===== src/rtl/decode_mon_pkg.sv =====
// Legal decoder codes, monitor FSM states and the word classifier shared by
// the decode word monitor and its histogram bank.
package decode_mon_pkg;

    localparam int NUM_IDX = 8;

    localparam logic [31:0] CODE_IDX0    = 32'd11111110;
    localparam logic [31:0] CODE_IDX1    = 32'd11111101;
    localparam logic [31:0] CODE_IDX2    = 32'd11111011;
    localparam logic [31:0] CODE_IDX3    = 32'd11110111;
    localparam logic [31:0] CODE_IDX4    = 32'd11101111;
    localparam logic [31:0] CODE_IDX5    = 32'd11011111;
    localparam logic [31:0] CODE_IDX6    = 32'd10111111;
    localparam logic [31:0] CODE_IDX7    = 32'd01111111;
    localparam logic [31:0] CODE_IDLE_LO = 32'd0;
    localparam logic [31:0] CODE_IDLE_HI = 32'd11111111;

    typedef enum logic [1:0] {IDLE, RUN, SNAP} state_t;

    typedef struct packed {
        logic       legal;
        logic       idle;
        logic [2:0] idx;
    } code_info_t;

    function automatic code_info_t code_to_idx(input logic [31:0] word);
        code_info_t info;
        info.legal = 1'b1;
        info.idle  = 1'b0;
        info.idx   = 3'd0;
        case (word)
            CODE_IDX0: info.idx = 3'd0;
            CODE_IDX1: info.idx = 3'd1;
            CODE_IDX2: info.idx = 3'd2;
            CODE_IDX3: info.idx = 3'd3;
            CODE_IDX4: info.idx = 3'd4;
            CODE_IDX5: info.idx = 3'd5;
            CODE_IDX6: info.idx = 3'd6;
            CODE_IDX7: info.idx = 3'd7;
            CODE_IDLE_LO, CODE_IDLE_HI: begin
                info.legal = 1'b0;
                info.idle  = 1'b1;
            end
            default: info.legal = 1'b0;
        endcase
        return info;
    endfunction

endpackage


===== src/rtl/decode_mon_hist.sv =====
// Eight saturating live hit counters, the snapshot bank of the last completed
// window and a registered read port into that bank.
module decode_mon_hist
    import decode_mon_pkg::*;
#(
    parameter int CNT_W = 16
) (
    input  logic             clk,
    input  logic             rst,
    input  logic             inc,
    input  logic [2:0]       idx,
    input  logic             snap,
    input  logic             clr,
    input  logic [2:0]       sel,
    output logic [CNT_W-1:0] count
);

    logic [NUM_IDX-1:0][CNT_W-1:0] live;
    logic [NUM_IDX-1:0][CNT_W-1:0] bank;

    always_ff @(negedge clk) begin
        if (rst) begin
            live  <= '0;
            bank  <= '0;
            count <= '0;
        end else begin
            count <= bank[sel];
            if (snap && !clr)
                bank <= live;
            // On a snapshot cycle the live set restarts, seeded with the incoming hit.
            for (int i = 0; i < NUM_IDX; i++) begin
                if (clr)
                    live[i] <= '0;
                else if (inc && idx == 3'(i))
                    live[i] <= snap ? CNT_W'(1) : ((&live[i]) ? live[i] : live[i] + 1'b1);
                else if (snap)
                    live[i] <= '0;
            end
        end
    end

endmodule


===== src/rtl/decode_word_monitor.sv =====
// Registers decoded words, recovers their index, flags illegal codes and
// gathers per-index histograms over fixed sample windows.
module decode_word_monitor
    import decode_mon_pkg::*;
#(
    parameter int WIDTH  = 32,
    parameter int CNT_W  = 16,
    parameter int WINDOW = 256
) (
    input  logic             clk,
    input  logic             rst,
    input  logic [WIDTH-1:0] data_in,
    input  logic             en,
    input  logic             clr,
    output logic [2:0]       idx_out,
    output logic             idx_valid,
    output logic             err,
    output logic [CNT_W-1:0] err_count,
    input  logic [2:0]       hist_sel,
    output logic [CNT_W-1:0] hist_count,
    output logic             window_done
);

    localparam int WIN_W = $clog2(WINDOW);

    logic [WIDTH-1:0] s1_data;
    logic             s1_en;
    code_info_t       info;
    logic             take;
    logic             hit;
    logic             miss;
    state_t           state;
    state_t           state_next;
    logic [WIN_W-1:0] win_cnt;
    logic [WIN_W-1:0] win_next;
    logic             snap;

    always_ff @(negedge clk) begin
        if (rst) begin
            s1_data <= '0;
            s1_en   <= 1'b0;
        end else begin
            s1_data <= data_in;
            s1_en   <= en;
        end
    end

    // A stage-2 sample coincident with clr is dropped before it touches any counter.
    always_comb begin
        info = code_to_idx(32'(s1_data));
        take = s1_en && !clr;
        hit  = take && info.legal;
        miss = take && !info.legal && !info.idle;
    end

    always_ff @(negedge clk) begin
        if (rst) begin
            state   <= IDLE;
            win_cnt <= '0;
        end else begin
            state   <= state_next;
            win_cnt <= win_next;
        end
    end

    always_comb begin
        state_next = state;
        win_next   = win_cnt;
        snap       = 1'b0;
        case (state)
            IDLE: begin
                if (take) begin
                    state_next = RUN;
                    win_next   = WIN_W'(1);
                end
            end
            RUN: begin
                if (take) begin
                    if (win_cnt == WIN_W'(WINDOW - 1)) begin
                        state_next = SNAP;
                        win_next   = '0;
                    end else begin
                        win_next = win_cnt + 1'b1;
                    end
                end
            end
            SNAP: begin
                snap       = 1'b1;
                state_next = RUN;
                win_next   = take ? WIN_W'(1) : '0;
            end
            default: state_next = IDLE;
        endcase
        // clr overrides a pending window end: no snapshot is taken.
        if (clr) begin
            snap     = 1'b0;
            win_next = '0;
            if (state == SNAP)
                state_next = RUN;
        end
    end

    always_ff @(negedge clk) begin
        if (rst) begin
            idx_out     <= '0;
            idx_valid   <= 1'b0;
            err         <= 1'b0;
            err_count   <= '0;
            window_done <= 1'b0;
        end else begin
            idx_valid   <= hit;
            err         <= miss;
            window_done <= snap;
            if (hit)
                idx_out <= info.idx;
            if (clr)
                err_count <= '0;
            else if (miss && !(&err_count))
                err_count <= err_count + 1'b1;
        end
    end

    decode_mon_hist #(
        .CNT_W (CNT_W)
    ) u_hist (
        .clk   (clk),
        .rst   (rst),
        .inc   (hit),
        .idx   (info.idx),
        .snap  (snap),
        .clr   (clr),
        .sel   (hist_sel),
        .count (hist_count)
    );

endmodule

===== config.mk =====
export PLATFORM = sky130hd
export DESIGN_NAME = decode_word_monitor
export DESIGN_NICKNAME = d
export VERILOG_FILES = /design/src/rtl/decode_mon_pkg.sv /design/src/rtl/decode_mon_hist.sv /design/src/rtl/decode_word_monitor.sv
export SDC_FILE = /design/constraint.sdc
export NUM_CORES = 1
export LEC_CHECK = 0
export CELL_PAD_IN_SITES_DETAIL_PLACEMENT = 0
export CELL_PAD_IN_SITES_GLOBAL_PLACEMENT = 1
export CORE_MARGIN = 2
export CORE_UTILIZATION = 46
export DETAILED_ROUTE_END_ITERATION = 10
export GPL_TIMING_DRIVEN = 0
export HOLD_SLACK_MARGIN = 0.08
export PLACE_DENSITY_LB_ADDON = 0.05
export SYNTH_ARGS = -nofsm -noshare
export SYNTH_HDL_FRONTEND = slang
export SYNTH_HIERARCHICAL = 1
export SYNTH_SLANG_ARGS = --single-unit
export TNS_END_PERCENT = 100

===== constraint.sdc =====
create_clock -name clk -period 4.2 [get_ports clk]
set_input_delay 0.84 -clock clk [delete_from_list [all_inputs] [get_ports clk]]
set_output_delay 0.84 -clock clk [all_outputs]
set_load 0.005 [all_outputs]

# Word-level counts from Yosys, hierarchy flattened
# Index checks and enable logic that the tools add are counted.
# Widths: inputs -> output; s select.
[op_classes]
n_addsub = 10
multipliers = 0
n_div = 0
magnitude_cmp = 1
eq_ne = 29
n_shift = 0
mux = 43
n_bitwise = 0
reduce_logical = 51
[op_table]
columns = ["operator", "n"]
rows = [
  ["$mux 16", 26],
  ["$eq 32x24->1 const B", 8],
  ["$add 16x1->16 const B", 9],
  ["$reduce_and 16->1", 9],
  ["$bmux 16 s3", 1],
  ["$eq 32x21->1 const B", 1],
  ["$logic_not 32->1", 1],
  ["$mux 8", 3],
  ["$pmux 8 s3", 1],
  ["$pmux 3 s7", 1],
  ["$ne 2x1->1 const B", 8],
  ["$reduce_and 2->1", 8],
  ["$reduce_bool 2->1", 8],
  ["$logic_and 1x1->1", 14],
  ["$eq 3x3->1 const B", 4],
  ["$mux 2", 5],
  ["$add 8x1->8 const B", 1],
  ["$eq 8x8->1 const B", 1],
  ["$reduce_or 8->1", 1],
  ["$eq 3x2->1 const B", 2],
  ["$pmux 2 s3", 1],
  ["$mux 1", 5],
  ["$logic_not 1->1", 4],
  ["$lt 3x4->1 const B", 1],
  ["9 further kinds", 11],
]
[totals]
ff_bits = 337
latchBits = 0
mem_bits_rw = 0
romBits = 0
in_bits = 39
output_inout_bits = 38
word_cells = 160
n_memories = 0

# Depth between registers and ports, before layout
# Gate-level depths: netlist of the first run.
[logic_depth]
ltp_word = 7
mapped_depth = 12
depth_no_buf = 10

# Cells and area by module
# Netlist of the first run, hierarchy kept.
[modules_own_cells]
columns = ["mod", "n_inst", "cells_per_inst", "area_each_um2", "seq_area_each_um2"]
rows = [
  ["decode_mon_hist", 1, 1466, 12509.5, 5445.2],
  ["decode_word_monitor", 1, 334, 3032.9, 1301.2],
]

==> results of run 1 <==
==> sequential cells by signal, indices dropped and copies added, names as in the netlist <==
name          flops
s1_en             1
state             2
s1_data          32
win_cnt           8
u_hist/count     16
u_hist/live     128
idx_out           3
err_count        16
u_hist/bank     128
idx_valid         1
window_done       1
err               1
==> worst max-delay path by stage <==
stage	depth (start not counted)	slack (ps)	end	startpoint
after floorplan	10	-540	u_hist/live[71]$_SDFFE_NP0P_	clr
final	11	-280	u_hist/live[30]$_SDFFE_NP0P_	clr
after detailed placement	8	-2090	u_hist/live[31]$_SDFFE_NP0P_	rst
after CTS	11	-260	u_hist/live[89]$_SDFFE_NP0P_	clr
after global placement	8	-2150	u_hist/live[119]$_SDFFE_NP0P_	rst
after global routing	13	-320	u_hist/live[24]$_SDFFE_NP0P_	clr
==> cell type report <==
type / instances / area (um2) / share of cell area (%)
multi-input cells: 1327 / 9120 / 42.6
clock inverters: 367 / 1660 / 7.74
flip-flops and latches: 337 / 6780 / 31.7
plain buffers: 109 / 749 / 3.50
well taps: 448 / 561 / 2.62
clock buffers: 40 / 1000 / 4.68
repair buffers: 156 / 1440 / 6.75
inverters: 24 / 92.6 / 0.433
==> logic make-up (layout without fill, tap and decap cells) <==
kind of cell,count (synthesis),in the layout,share of synthesized area (%)
fa+ha+maj,14,14,1.13
mux,74,74,7.34
simple gates,828,830,28.7
compound gates,403,403,15.4
xor+xnor,6,6,0.338
flops,337,337,43.4
buf+inv,138,696,3.73
==> power by group through the flow <==
stage	registers, uW	logic [uW]	clock network [uW]
CTS	3260	239	5140
global placement	3300	224	487
detailed placement	3310	225	487
floorplan	3300	133	487
global route	3250	265	5540
finish	3260	248	4980
==> what timing repair did <==
| item | 4_1_cts | 5_1_grt |
|---|---|---|
| gates resized for setup | 134 | 146 |
| cloned | 0 | 3 |
| setup buffers | 62 | 21 |
| pin swaps | 32 | 48 |
| setup endpoints to repair | 337 | 147 |
==> worst max-delay path: cells and delay by family <==
kind	cells	cell delay, ps
simple gates	4	1220
compound gates	2	340
buf+inv	5	510
==> placed cells by master, fill, tap and decap left out, types with 10 or more instances in the layout <==
cell type        count
or3_1               25
or4_1               41
o21ai_0             28
mux2i_1             41
nor2b_1             42
or4_4               31
a21oi_1            204
o21ai_1             13
clkbuf_1            35
and4_1              18
o31ai_1             50
clkbuf_4            14
nor2_1              55
nor3_1              12
nand3_1             63
mux4_2              32
buf_4               56
dlygate4sd2_1       38
and3_1              14
clkbuf_2            17
inv_1              364
buf_2               14
ha_1                14
dfxtp_2             10
dfxtp_1            321
nand2_1            335
clkdlybuf4s50_1     34
buf_6               37
nand4_1             58
or2_2               23
clkbuf_16           42
a21oi_2             34
clkinvlp_2          10
==> stage by stage <==
step / area, um2 / util, % / std cells / power, uW / hold slack [ps]
5_1_grt: 21400 / 64.1 / 2808 / 9060 / 471
6_report: 21400 / 64.1 / 2808 / 8480 / 452
2_1_floorplan: 16000 / - / 1800 / 3920 / 433
4_1_cts: 20600 / 61.8 / 2787 / 8640 / 452
3_3_place_gp: 17300 / 51.8 / 2322 / 4020 / 440
3_5_place_dp: 17300 / 51.8 / 2322 / 4020 / 448
==> metal layers <==
layer,share of wire [%],vias to the layer above
met5,0,-
met4,2.6,0
met3,6.9,86
met2,46,514
met1,45,7628
li1,-,7722
==> results.py, run 1 <==
metrics = {
    "cells_and_area": {
        "diodes": 0,
        "fillers": 2937,
        "syn_to_final_growth_pct": 37.7,
        "drive_above_1_share_pct": 19.4,
        "nNetsFinal": 2384,
    },
    "power": {
        "p_sw_share_pct": 28.5,
        "power_switching_uw": 2420,
        "pwr-share-clk_pct": 58.7,
        "peakVddDrop_uv": 321,
        "intPower_uw": 6070,
        "p_seq_share_pct": 38.4,
        "p_leak_uw": 0.00855,
        "p_per_area_nw_per_um2": 396,
        "p_comb_share_pct": 2.9,
    },
    "synthesis": {
        "synth_top_area_share_pct": 43.4,
        "synth_area_leaders": "dfxtp_1 43%, nand2_1 8.2%, a21oi_1 7.6%",
        "yosys_most_used_dff": "dfxtp_1",
        "async_flop_share_pct": 0,
        "ys.warnings.count": 6,
        "synth_cells": 1800,
        "yosysUniqueCellTypes": 75,
        "synth_enable_flop_cells": 0,
        "netlist_top_cells_count": "339 x nand2_1, 337 x dfxtp_1, 237 x a21oi_1",
        "synth_fp_nets": 1853,
        "syn-cell-area_um2": 15500,
        "yosys.cell_count.top_type": "nand2_1",
        "syn_area_per_cell_um2": 8.63,
        "synth_top_area_cell": "dfxtp_1",
        "ys_ff_latch": 337,
        "ys_seq_area_share_pct": 43.4,
    },
    "global_route": {
        "grtUsageMet2_pct": 42.8,
        "grt_most_used_layer": "met2",
        "grt_max_degree": 13,
        "gr-total-overflow": 0,
        "grt_util_met1_pct": 35.9,
        "grt_pass1_wl_um": 79300,
        "use_met3_pct": 7.92,
        "antenna_found_initial": 1,
        "groute.usage.overall_pct": 27.7,
        "grt_pass1_vias": 15900,
    },
    "detailed_routing": {
        "wl_um": 50300,
        "drcViolationCount": 0,
        "ant_nets": 0,
        "via_count": 16000,
        "wl_per_cell_um": 17.9,
        "drt_iter0_markers": 1097,
        "drtPass1Iterations": 6,
        "via_per_inst": 5.68,
    },
    "critical_path": {
        "critPathMaxStageDelay_ps": 580,
        "crit_top_cell": "buf_6",
        "arrival_ps": 2910,
        "r2r-start": "s1_data[9]$_SDFF_NP0_",
        "cp_cell_sequence": "buf_8, clkbuf_16, nand2b_4, a31o_4, inv_4, buf_6, buf_6, and4bb_4, nand4_1, or4_1, a21oi_2",
        "r2r_end": "u_hist/live[30]$_SDFFE_NP0P_",
        "start_kind": "primary input",
        "ff2ff_path_depth": 12,
        "regToRegSetupSlack_ps": 770,
        "slowest_stage": "or4_1",
        "crit_required_ps": 2630,
        "setup.worst_path.end_class": "register",
        "critPathMaxFanout": 5,
        "path_class": "primary input to register",
    },
    "timing": {
        "setup_tns_ps": -8320,
        "rsz0062_at_grt": "yes",
        "finalHoldViolCount": 0,
        "slew_viol_final": 0,
        "setup_viol": 71,
        "tightest_slew_ps": 1060,
        "worst_slack_ps": -278,
        "slew_headroom_pct": 29.0,
        "clock_skew_ps": 28.2,
    },
    "clock_network": {
        "cts_root_buf": "clkbuf_16",
        "clk_path_buf_depth": 3,
        "tritoncts": "done",
        "numCtsBuffers": 39,
        "htree_levels": 2,
        "cts.reportedPaths.clkPinSlew_ps": 40,
        "cts.hold.buffers_added": 0,
        "clk_latency_ps": 600,
        "cts_sinks": 337,
    },
    "die": {
        "rows": 67,
        "start_util_pct": 46.6,
        "die_h_um": 188,
        "pin_count": 77,
        "core_area_um2": 33400,
        "dieArea_um2": 35300,
        "dieWidth_um": 188,
    },
    "placed_design": {
        "io_buffers": 74,
        "place_ws_ps": -2090,
        "dp_hpwl_um": 33700,
        "gp_congestion": 0.913,
    },
    "hold_path": {
        "hold_path_end": "u_hist/bank[83]$_SDFFE_NP0P_",
        "hold_path_depth": 2,
        "hold_start": "u_hist/bank[83]$_SDFFE_NP0P_",
        "holdCritPathClass": "register to register",
    },
    "flow_run": {
        "maxCapViolCount": 0,
    },
    "status": {
        "status": "finished with violations",
        "violations": "negative setup slack",
    },
}
(Power assumes the default switching activity.)
==> inputs of run 2 (changes only) <==
--- a/config.mk
+++ b/config.mk
@@ -9,6 +9,7 @@
 export CELL_PAD_IN_SITES_GLOBAL_PLACEMENT = 1
 export CORE_MARGIN = 2
 export CORE_UTILIZATION = 46
+export CTS_CLUSTER_DIAMETER = 30
 export DETAILED_ROUTE_END_ITERATION = 10
 export GPL_TIMING_DRIVEN = 0
 export HOLD_SLACK_MARGIN = 0.08
==> results.py, run 2 (same netlist as run 1, synthesis figures left out) <==
metrics = {
    "critical_path": {
        "setup.worst_path.end_class": "register",
        "regToRegSetupSlack_ps": 860,
        "r2r-start": "s1_data[10]$_SDFF_NP0_",
        "critPathMaxFanout": 4,
        "arrival_ps": 2860,
        "path_class": "primary input to register",
        "start_kind": "primary input",
        "r2r_end": "u_hist/live[44]$_SDFFE_NP0P_",
        "ff2ff_path_depth": 9,
        "crit_required_ps": 2650,
    },
    "cells_and_area": {
        "nNetsFinal": 2437,
        "final_common_cell": "inv_1",
        "syn_to_final_growth_pct": 48.9,
        "fin_cells": 2901,
        "design_area_um2": 23100,
        "fin_util_pct": 69.4,
        "drive_above_1_share_pct": 22.8,
        "final_cell_mix": "363 x inv_1, 335 x nand2_1, 321 x dfxtp_1",
        "diodes": 0,
        "top_regs": "u_hist/bank x128, u_hist/live x128, s1_data x32",
    },
    "global_route": {
        "gr-total-overflow": 0,
        "grt_pass1_vias": 16800,
        "groute.usage.overall_pct": 29.0,
        "antenna_found_initial": 1,
        "grt_max_degree": 13,
        "grt_pass1_wl_um": 82500,
    },
    "status": {
        "violations": "negative setup slack",
        "status": "finished with violations",
    },
    "detailed_routing": {
        "drt_iter0_markers": 1029,
        "wl_per_cell_um": 18.1,
        "drcViolationCount": 0,
        "wl_um": 52400,
        "via_per_inst": 5.65,
        "via_count": 16400,
        "drtPass1Iterations": 5,
        "ant_nets": 0,
    },
    "hold_path": {
        "holdCritPathClass": "register to register",
        "hold_start": "u_hist/bank[83]$_SDFFE_NP0P_",
        "hold_path_depth": 2,
        "hold_path_end": "u_hist/bank[83]$_SDFFE_NP0P_",
    },
    "timing": {
        "finalHoldViolCount": 0,
        "setup_tns_ps": -8940,
        "slew_headroom_pct": 20.9,
        "clock_skew_ps": 30.3,
        "setup_viol": 81,
        "worst_slack_ps": -211,
        "slew_viol_final": 0,
        "tightest_slew_ps": 1180,
        "rsz0062_at_grt": "yes",
    },
    "die": {
        "core_area_um2": 33400,
        "rows": 67,
        "dieWidth_um": 188,
        "die_h_um": 188,
        "pin_count": 77,
        "dieArea_um2": 35300,
        "start_util_pct": 46.6,
    },
    "placed_design": {
        "dp_cells": 2322,
        "io_buffers": 74,
        "dp_hpwl_um": 33700,
        "gp_congestion": 0.913,
        "placed_area_um2": 17300,
    },
    "power": {
        "peakVddDrop_uv": 415,
        "p_total_uw": 11700,
        "p_per_area_nw_per_um2": 505,
        "p_leak_uw": 0.00934,
    },
    "clock_network": {
        "cts_sinks": 337,
        "htree_levels": 3,
        "tritoncts": "done",
        "numCtsBuffers": 83,
        "clk_path_buf_depth": 3,
        "cts_root_buf": "clkbuf_16",
        "clk_latency_ps": 640,
        "cts.hold.buffers_added": 0,
        "cts.reportedPaths.clkPinSlew_ps": 40,
    },
    "flow_run": {
        "maxCapViolCount": 0,
    },
}
==> run 2: cell type report <==
type,instances,area (um2)
fillers,2716,10200
multi-input cells,1326,9140
flip-flops and latches,337,6790
repair buffers,167,1550
well taps,448,561
inverters,24,92.6
clock buffers,83,2080
plain buffers,108,734
clock inverters,408,2200
==> run 2: stage by stage <==
stage / hold slack, ps / setup slack (ps)
2_1_floorplan: 433 / -544
3_3_place_gp: 440 / -2150
3_5_place_dp: 448 / -2090
4_1_cts: 452 / -233
5_1_grt: 471 / -279
6_report: 453 / -211
==> run 2: critical path, stage by stage <==
cell and delay, ps:
buf_8 100, clkbuf_16 130, nand2b_4 140, a31o_4 220, inv_4 70, buf_6 100
buf_6 110, buf_6 90, and4bb_4 300, nand4_1 190, or4_1 430, a21oi_1 140
==> run 2: where the power goes <==
group          internal (uW)  switching, uW  total, uW
Clock                   5150           3020       8180
Combinational            104            142        246
Sequential              3240           20.4       3260
Total                   8490           3190      11700
==> run 2: worst max path at each step <==
stage | from | to | cells past startpoint | slack [ps]
2_1_floorplan | clr | u_hist/live[71]$_SDFFE_NP0P_ | 10 | -540
3_3_place_gp | rst | u_hist/live[119]$_SDFFE_NP0P_ | 8 | -2150
3_5_place_dp | rst | u_hist/live[31]$_SDFFE_NP0P_ | 8 | -2090
4_1_cts | clr | u_hist/live[71]$_SDFFE_NP0P_ | 11 | -230
5_1_grt | clr | u_hist/live[30]$_SDFFE_NP0P_ | 12 | -280
6_report | clr | u_hist/live[30]$_SDFFE_NP0P_ | 12 | -210
==> run 2: repair_timing <==
action                     in CTS  in global routing
pin swaps                      38                 30
gates resized for setup       156                149
setup endpoints to repair     336                176
buffers inserted               67                 26
cloned                          1                  1
==> run 2: layer usage <==
layer | up-vias | GRT usage, % | routed length [um]
li1 | 7867 | - | -
met1 | 7835 | 36.4 | 22900
met2 | 592 | 45.3 | 24800
met3 | 83 | 8.33 | 3690
met4 | 0 | 15.4 | 1100
met5 | - | 0 | 0
